$ cat config.mk
export PLATFORM = sky130hd
export DESIGN_NAME = counter_mod_updn
export DESIGN_NICKNAME = d
export VERILOG_FILES = /design/src/rtl/counter_mod_updn.sv
export SDC_FILE = /design/constraint.sdc
export NUM_CORES = 1
export LEC_CHECK = 0
export BUFFER_PORTS_ARGS = -buffer_cell sky130_fd_sc_hd__buf_4
export CORE_AREA = 5 5 42 44
export DETAILED_ROUTE_END_ITERATION = 6
export DIE_AREA = 0 0 47 49
export HOLD_SLACK_MARGIN = 0.1
export PLACE_DENSITY_LB_ADDON = 0.1
export SYNTH_ARGS = -nofsm -noshare
export SYNTH_HDL_FRONTEND = slang
export SYNTH_SLANG_ARGS = --single-unit
$ cat constraint.sdc
create_clock -name clk -period 3.7 [get_ports clk]
set_clock_uncertainty 0.05 [all_clocks]
set_input_delay 0.925 -clock clk [delete_from_list [all_inputs] [get_ports clk]]
set_output_delay 0.925 -clock clk [all_outputs]
set_load 0.1 [all_outputs]
$ cat src/rtl/counter_mod_updn.sv
`default_nettype none
// +--------------------------------------------------------------------------+
// | counter_mod_updn : modulo-MOD up/down counter, wrap or saturate, cascade |
// | Revision 1.0                                                             |
// +--------------------------------------------------------------------------+
module counter_mod_updn #(
  parameter int MOD      = 7,
  parameter int WIDTH    = 3,
  parameter bit SATURATE = 1'b0
) (
  input  logic             clk,
  input  logic             rst_n,
  input  logic             clr,
  input  logic             load,
  input  logic [WIDTH-1:0] load_val,
  input  logic             en,
  input  logic             up,
  output logic [WIDTH-1:0] q,
  output logic             tc,
  output logic             wrap,
  output logic             load_err
);

  localparam logic [WIDTH-1:0] MAX_VAL = WIDTH'(MOD - 1);
  localparam logic [WIDTH-1:0] ONE     = WIDTH'(1);
  // One extra bit so MOD = 2^WIDTH is representable and every load is legal.
  localparam logic [WIDTH:0]   MOD_EXT = (WIDTH + 1)'(MOD);

  generate
    if (MOD < 2 || MOD > (1 << WIDTH)) begin : g_bad_params
      $error("counter_mod_updn: MOD must satisfy 2 <= MOD <= 2**WIDTH");
    end
  endgenerate

  logic at_max;
  logic at_min;
  logic load_ok;

  assign at_max  = (q == MAX_VAL);
  assign at_min  = (q == '0);
  assign load_ok = ({1'b0, load_val} < MOD_EXT);
  assign tc      = en & ((up & at_max) | (~up & at_min));

  always_ff @(posedge clk or negedge rst_n) begin
    if (!rst_n) begin
      q        <= '0;
      wrap     <= 1'b0;
      load_err <= 1'b0;
    end else if (clr) begin
      q        <= '0;
      wrap     <= 1'b0;
      load_err <= 1'b0;
    end else if (load) begin
      q        <= load_ok ? load_val : MAX_VAL;
      wrap     <= 1'b0;
      load_err <= ~load_ok;
    end else if (en) begin
      load_err <= 1'b0;
      if (up) begin
        if (!at_max) begin
          q    <= q + ONE;
          wrap <= 1'b0;
        end else if (SATURATE) begin
          wrap <= 1'b0;
        end else begin
          q    <= '0;
          wrap <= 1'b1;
        end
      end else begin
        if (!at_min) begin
          q    <= q - ONE;
          wrap <= 1'b0;
        end else if (SATURATE) begin
          wrap <= 1'b0;
        end else begin
          q    <= MAX_VAL;
          wrap <= 1'b1;
        end
      end
    end else begin
      wrap     <= 1'b0;
      load_err <= 1'b0;
    end
  end

endmodule
`default_nettype wire

Yosys cells after proc, flatten, opt, wreduce, memory -nomap -nowiden --
Cells that the tools add are included.
Operators by class: bitwise operators 6, eq/ne operators 1, magnitude comparators 1, $add $sub $neg 2, reductions and logical operators 2, muxes and demuxes 15
Operators with widths (number):
- 2-to-1 mux 3 bit | 7
- 2-to-1 mux 1 bit | 8
- adder 3 x 1 -> 3 bit (second input constant) | 1
- bitwise AND 1 bit | 3
- == test 3 bit (second input constant) | 1
- zero test 3 bit | 1
- < comparator 3 bit (second input constant) | 1
- nonzero test 3 bit | 1
- subtractor 3 x 1 -> 3 bit (second input constant) | 1
- NOT 1 bit | 2
- OR 1 bit | 1
Word-level totals: word-level logic and storage cells 30, flip-flop bits (word level) 5, output and inout bits 6

Logic depth before layout (Yosys ltp) --
Gate-level depths: netlist of the first run.
depth in word-level cells 6, depth in mapped cells 5, depth with buffers taken out 5

Least setup slack after synthesis of the first run --
Ideal clock, no wire load.
path kind flip-flop to output port, start reg q[0], end out tc, arrival 2.079 ns, setup slack 0.646 ns, buffers on the path 0, stages on the path, launching flop included 6, cells stage by stage dfrtp_1 > inv_1 > ha_1 > nand3_1 > o21ai_0 > and2_2
On the way: cells in the longest elaborated chain, start to end 4
RTL lines:
- start, declared | RTL line 18 | output logic [WIDTH-1:0] q,
- start signal, assigned | RTL line 54 | q <= load_ok ? load_val : MAX_VAL;
- start signal, assigned | RTL line 61 | q <= q + ONE;
- start signal, assigned | RTL line 71 | q <= q - ONE;
- == test 3 bit / zero test 3 bit (equally long branches) | RTL line 39, 40
- bitwise AND 1 bit | RTL line 42 | assign tc = en & ((up & at_max) | (~up & at_min));
- OR 1 bit (*) | RTL line 42
- bitwise AND 1 bit (*) | RTL line 42
- end, declared | RTL line 19 | output logic tc,
Mark *: on every way between the ends. The rest lies on a longest branch, timed or not.

Final worst setup path of the first run --
start in up, end out tc
On the way: cells in the longest elaborated chain, start to end 4
RTL lines:
- start, declared | RTL line 17 | input logic up,
- NOT 1 bit | RTL line 42
- bitwise AND 1 bit | RTL line 42
- OR 1 bit (*) | RTL line 42
- bitwise AND 1 bit (*) | RTL line 42
Marked as above.

==> impl_metrics.env, run 1 <==
export IMPL_cp_data_arrival_time_ps=1850
export IMPL_grt_total_usage=0.0906
export IMPL_endpoint="tc"
export IMPL_drt_pass1_iter_count=4
export IMPL_min_period_over_period=0.765
export IMPL_ff2ff_setup_slack_ps=2130
export IMPL_cts_hold_fix_buffers=0
export IMPL_grt_max_degree=9
export IMPL_multi_input_area_um2=253
export IMPL_peakVddDrop_uv=219
export IMPL_rsz0062_at_grt="false"
export IMPL_clock_fmax_ghz=0.353
export IMPL_start_util=0.278
export IMPL_cts_buffers=3
export IMPL_fill_cells=150
export IMPL_port_buffers=14
export IMPL_wl_per_cell_um=12.1
export IMPL_die_width_um=47
export IMPL_fin_nets=74
export IMPL_synth_fp_nets=55
export IMPL_synth_seq_cells=5
export IMPL_clock_power_share=0.329
export IMPL_diodes=0
export IMPL_cts_buffer_depth=2
export IMPL_clk_pin_slew_worst_paths_ps=50
export IMPL_dp_slack_ps=849
export IMPL_max_cap_viol_count=0
export IMPL_cellLeakagePower_nw=0.258
export IMPL_routed_wirelength_um=911
export IMPL_r2r_cells=5
export IMPL_initialDrtViolationCount=6
export IMPL_grt_pass1_wl_um=1460
export IMPL_drive_gt1_frac=0.373
export IMPL_power_density_nw_per_um2=363
export IMPL_htree_levels=1
export IMPL_cp_max_fo=8
export IMPL_cts_tree="built"
export IMPL_gp_congestion=0.729
export IMPL_ant_nets=0
export IMPL_cp_end_kind="output port"
export IMPL_layout_common_cells="14 x buf_4, 5 x a21oi_1, 5 x ha_1, 5 x dfrtp_1, 4 x nand2_1"
export IMPL_p_int_mw=0.121
export IMPL_synth_warnings=0
export IMPL_vias=371
export IMPL_grt_ovfl_total=0
export IMPL_status="completed"
export IMPL_drv_slew=0
export IMPL_hold_violations=0
export IMPL_p_seq_frac=0.317
export IMPL_r2r_start="q[0]"
export IMPL_postCtsSetupRepairBufs=0
export IMPL_combinationalPowerShare=0.354
export IMPL_hold_path_class="input port to asynchronous set/reset pin"
export IMPL_vias_per_cell=4.95
export IMPL_post_route_min_period_ps=2830
export IMPL_slew_headroom=0.815
export IMPL_worst_pin_slew_ps=280
export IMPL_critPathLaunch="up"
export IMPL_die_area_um2=2300
export IMPL_setup_slack_ps=870
export IMPL_synth_seq_area_share=0.322
export IMPL_p_switching_mw=0.0756
export IMPL_setup_violations=0
export IMPL_die_y_um=49
export IMPL_r2r_end="q[2]"
export IMPL_finalPower_mw=0.196
export IMPL_core_area_um2=1400
export IMPL_clk_latency_ps=250
export IMPL_syn_inst=41
export IMPL_tns_ps=0
export IMPL_cp_data_required_time_ps=2720
export IMPL_drc=0
export IMPL_startpoint_type="input port"
export IMPL_syn_area_per_cell_um2=9.49
export IMPL_cts_sinks=5
export IMPL_seqCellArea_um2=125
export IMPL_area_growth_synth_to_final_pct=38.9
export IMPL_netlist_area_um2=389
export IMPL_swShare=0.385
export IMPL_synthDistinctLibCells=23
export IMPL_ios=15
export IMPL_cts_resized=0
export IMPL_cts_root_buffer="clkbuf_4"
export IMPL_grt_pass1_vias=348
export IMPL_layout_commonest_cell="buf_4"
export IMPL_antenna_found_initial=0
export IMPL_critical_path_class="input port to output port"
export IMPL_fp_row_count=14
through the flow:
step                      hold WS, ps  std cells  instance area [um2]   util
after floorplan                   579         41                  389      -
after global placement            643         71                  514  0.367
after detailed placement          647         71                  514  0.367
after CTS                         406         75                  541  0.386
after global routing              404         75                  541  0.386
final                             416         75                  541  0.386
synthesized netlist by cell type:
library cell | n | share of area
o32ai_2 | 1 | 0.042
ha_1 | 5 | 0.16
and2b_2 | 1 | 0.023
inv_2 | 1 | 0.0096
o221a_1 | 1 | 0.029
o21bai_1 | 1 | 0.019
o21ai_0 | 1 | 0.013
nand3_1 | 1 | 0.013
dfrtp_1 | 5 | 0.32
and2_2 | 1 | 0.019
o2111ai_1 | 2 | 0.045
nor3b_1 | 1 | 0.019
nand4_1 | 1 | 0.016
a221oi_1 | 1 | 0.023
or3_1 | 1 | 0.016
nor2_1 | 1 | 0.0096
o21a_1 | 1 | 0.019
inv_1 | 2 | 0.019
nand2b_1 | 2 | 0.032
a21oi_1 | 5 | 0.064
nand3b_1 | 1 | 0.019
or3_4 | 1 | 0.029
nand2_1 | 4 | 0.039
cell families (layout without fill, tap and decap cells):
logic type                 count (synthesis)  after routing  share of synthesized area
and+or+nand+nor                           15             15                      0.235
DFF                                        5              5                      0.322
buffers and inverters                      3             21                     0.0289
AOI/OAI and AO/OA                         13             13                      0.254
adders and majority gates                  5              5                      0.161
power by group through the flow:
stage | logic, mW | clock network [mW] | registers, mW
6_report | 0.0694 | 0.0647 | 0.0623
5_1_grt | 0.0743 | 0.0736 | 0.0631
4_1_cts | 0.0699 | 0.0683 | 0.0622
3_5_place_dp | 0.0699 | 0 | 0.0632
3_3_place_gp | 0.0702 | 0 | 0.0630
2_1_floorplan | 0.0258 | 0 | 0.0842
cell type report:
cell class / instances / area share
Timing Repair Buffer: 14 / 0.194
Sequential cell: 5 / 0.231
Tap cell: 16 / 0.0370
Inverter: 3 / 0.0208
Clock buffer: 4 / 0.0486
Multi-Input combinational cell: 33 / 0.468
sequential cells by signal (all words and copies together), names as in the netlist:
register	count
load_err	1
q	3
wrap	1
worst min-delay path by stage:
| stage | start | end | slack, ps | depth (start not counted) |
|---|---|---|---|---|
| after global placement | q[0] | q[0] | 640 | 2 |
| after floorplan | rst_n | load_err | 580 | 0 |
| after detailed placement | q[0] | q[0] | 650 | 2 |
| final | rst_n | q[2] | 420 | 1 |
| after global routing | rst_n | wrap | 400 | 1 |
| after CTS | rst_n | wrap | 410 | 1 |
per-layer routing:
| metal | vias up | GRT usage | wire, um |
|---|---|---|---|
| li1 | 191 | - | - |
| met1 | 169 | 0.114 | 411 |
| met2 | 11 | 0.124 | 422 |
| met3 | 0 | 0.0701 | 76 |
| met4 | 0 | 0.0138 | 0 |
| met5 | - | 0 | 0 |
worst max-delay path, cell delays in order:
cell and delay, ps:
buf_4 140, nand2b_1 170, o21ai_0 180, and2_2 170
buf_4 280
Note: power is estimated with default switching activity, not from simulation.
==> run 2, diff against run 1 <==
--- a/config.mk
+++ b/config.mk
@@ -5,6 +5,7 @@
 export SDC_FILE = /design/constraint.sdc
 export NUM_CORES = 1
 export LEC_CHECK = 0
+export ABC_AREA = 1
 export BUFFER_PORTS_ARGS = -buffer_cell sky130_fd_sc_hd__buf_4
 export CORE_AREA = 5 5 42 44
 export DETAILED_ROUTE_END_ITERATION = 6
==> constraint.sdc (replaced) <==
create_clock -name clk -period 2.3 [get_ports clk]
set_clock_uncertainty 0.05 [all_clocks]
set_input_delay 0.575 -clock clk [delete_from_list [all_inputs] [get_ports clk]]
set_output_delay 0.575 -clock clk [all_outputs]
set_load 0.1 [all_outputs]
==> run 2 against run 1 <==
- clock-buffer cell count unchanged
- final area up 15%
- final cell count up 32%
- area after synthesis up 6.4%
- setup slack worse by 740 ps
==> impl_metrics.env, run 2 <==
export IMPL_r2r_start="q[0]"
export IMPL_synth_area_top_cells="dfrtp_1 30%, nand2_1 27%, ha_1 15%"
export IMPL_synth_seq_cells=5
export IMPL_grt_pass1_vias=403
export IMPL_startpoint_type="flop"
export IMPL_reg_largest_list="q: 3 flops, load_err: 1 flops, wrap: 1 flops"
export IMPL_setup_slack_ps=129
export IMPL_hold_path_class="input port to flop"
export IMPL_yosysMostFrequentCell="nand2_1"
export IMPL_core_area_um2=1400
export IMPL_fp_row_count=14
export IMPL_drive_gt1_frac=0.337
export IMPL_die_area_um2=2300
export IMPL_hpwl_um=804
export IMPL_top_register="q"
export IMPL_drc=0
export IMPL_drt_pass1_iter_count=4
export IMPL_hold_violations=0
export IMPL_diodes=0
export IMPL_cts_sinks=5
export IMPL_min_path_cells=2
export IMPL_cts_buffers=3
export IMPL_wl_per_cell_um=9.54
export IMPL_cp_data_arrival_time_ps=1550
export IMPL_cpMaxStageDelayCell="dfrtp_4"
export IMPL_synth_fp_nets=78
export IMPL_syn_inst=64
export IMPL_synth_warnings=0
export IMPL_layout_common_cells="30 x nand2_1, 13 x buf_4, 7 x nor2_1, 5 x inv_1"
export IMPL_synth_async_sr_flop_share=1.00
export IMPL_start_util=0.296
export IMPL_rsz0062_at_grt="false"
export IMPL_cp_max_fo=5
export IMPL_gp_congestion=0.756
export IMPL_worstHoldStart="clr"
export IMPL_ios=15
export IMPL_initialDrtViolationCount=1
export IMPL_synth_fa_ha_area_frac=0.151
export IMPL_postCtsSetupRepairBufs=0
export IMPL_drv_slew=0
export IMPL_synthDistinctLibCells=12
export IMPL_grt_max_degree=8
export IMPL_cp_num_buf_inv=3
export IMPL_min_to="wrap"
export IMPL_path_cells="inv_4 -> ha_2 -> nand2_1 -> nand2_1 -> nand3_2 -> clkinvlp_4 -> buf_12"
export IMPL_die_width_um=47
export IMPL_routed_wirelength_um=944
export IMPL_vias_per_cell=4.22
export IMPL_setup_violations=0
export IMPL_critical_path_class="flop to output port"
export IMPL_clk_pin_slew_worst_paths_ps=40
export IMPL_synth_compound_gate_area_share=0.0755
export IMPL_slowest_delay_ps=500
export IMPL_antenna_found_initial=0
export IMPL_layout_commonest_cell="nand2_1"
export IMPL_yosys_area_share_simple=0.390
export IMPL_yosys_area_top_type="dfrtp_1"
export IMPL_final_cell_count_no_fill=99
export IMPL_tns_ps=0
export IMPL_cts_buffer_depth=2
export IMPL_grt_total_usage=0.0968
export IMPL_ff2ff_setup_slack_ps=900
export IMPL_yosysTopAreaCellShare=0.302
export IMPL_syn_area_per_cell_um2=6.47
export IMPL_min_period_over_period=0.944
export IMPL_htree_levels=1
export IMPL_area_growth_synth_to_final_pct=50.5
export IMPL_max_cap_viol_count=0
export IMPL_largest_reg_flops=3
export IMPL_post_route_min_period_ps=2170
export IMPL_cts_root_buffer="clkbuf_4"
export IMPL_port_buffers=14
export IMPL_cts_tree="built"
export IMPL_r2r_end="wrap"
export IMPL_die_y_um=49
export IMPL_synth_top_family_by_area="simple AND/OR/NAND/NOR gates"
export IMPL_cellLeakagePower_nw=0.339
export IMPL_place_inst=94
export IMPL_status="completed"
export IMPL_critical_path_top_delay_family="flip-flops"
export IMPL_fin_nets=98
export IMPL_ys_flop_type="dfrtp_1"
export IMPL_finalPower_mw=0.361
export IMPL_post_route_util=0.445
export IMPL_grt_ovfl_total=0
export IMPL_synth_edf_count=0
export IMPL_crit_top_cell="nand2_1"
export IMPL_clk_latency_ps=230
export IMPL_vias=418
export IMPL_synth_xor_area_share=0
export IMPL_grt_pass1_wl_um=1660
export IMPL_power_density_nw_per_um2=580
export IMPL_ant_nets=0
export IMPL_worst_pin_slew_ps=280
export IMPL_r2r_cells=6
export IMPL_synth_seq_area_share=0.302
export IMPL_slew_headroom=0.815
export IMPL_dp_slack_ps=197
export IMPL_cp_data_required_time_ps=1670
export IMPL_yosys_mux_area_fraction=0
export IMPL_peakVddDrop_uv=429
export IMPL_ys_top_cells_by_count="30 x nand2_1, 7 x inv_1, 7 x nor2_1"
export IMPL_clock_fmax_ghz=0.461
export IMPL_netlist_area_um2=414
export IMPL_cp_end_kind="output port"
-- run 2: cell families (layout without fill, tap and decap cells) --
kind of cell | after synthesis | in the layout
simple gates | 41 | 41
buf+inv | 9 | 28
fa+ha+maj | 5 | 5
flops | 5 | 5
compound gates | 4 | 4
-- run 2: report_power, final --
group	internal [mW]	switching (mW)
clock	0.0652	0.0300
sequential	0.0973	0.00960
combinational	0.0517	0.108
-- run 2: worst max path at each step --
stage               start  endpoint  slack [ps]  cells past startpoint
global placement     q[1]        tc         220                      7
global route         q[0]        tc          10                      7
CTS                  q[1]        tc          10                      7
finish               q[0]        tc         130                      7
floorplan            q[1]        tc          20                      6
detailed placement   q[1]        tc         200                      7
-- run 2: area by class of cell --
class | instances | area (um2)
fillers | 156 | 778
clock buffers | 4 | 26.3
flip-flops and latches | 5 | 134
well taps | 16 | 20.0
repair buffers | 15 | 128
multi-input cells | 50 | 275
inverters | 9 | 40.0
-- run 2: timing repair --
action	CTS	global route
hold buffers	1	0
cloned	0	0
gates resized for setup	2	6
endpoints found under the hold margin	5	0
endpoints found under the setup margin	1	1
-- run 2: metal layers --
layer	track usage	part of all wire	vias to the layer above
met5	0	0	-
met4	0	0	0
met3	0.0480	0.046	0
met2	0.149	0.51	8
met1	0.129	0.44	177
li1	-	-	233
-- run 2: stage by stage --
step                area, um2  hold slack, ps
finish                    623             471
global route              623             454
CTS                       596             469
detailed placement        552             328
global placement          552             329
floorplan                 427             229
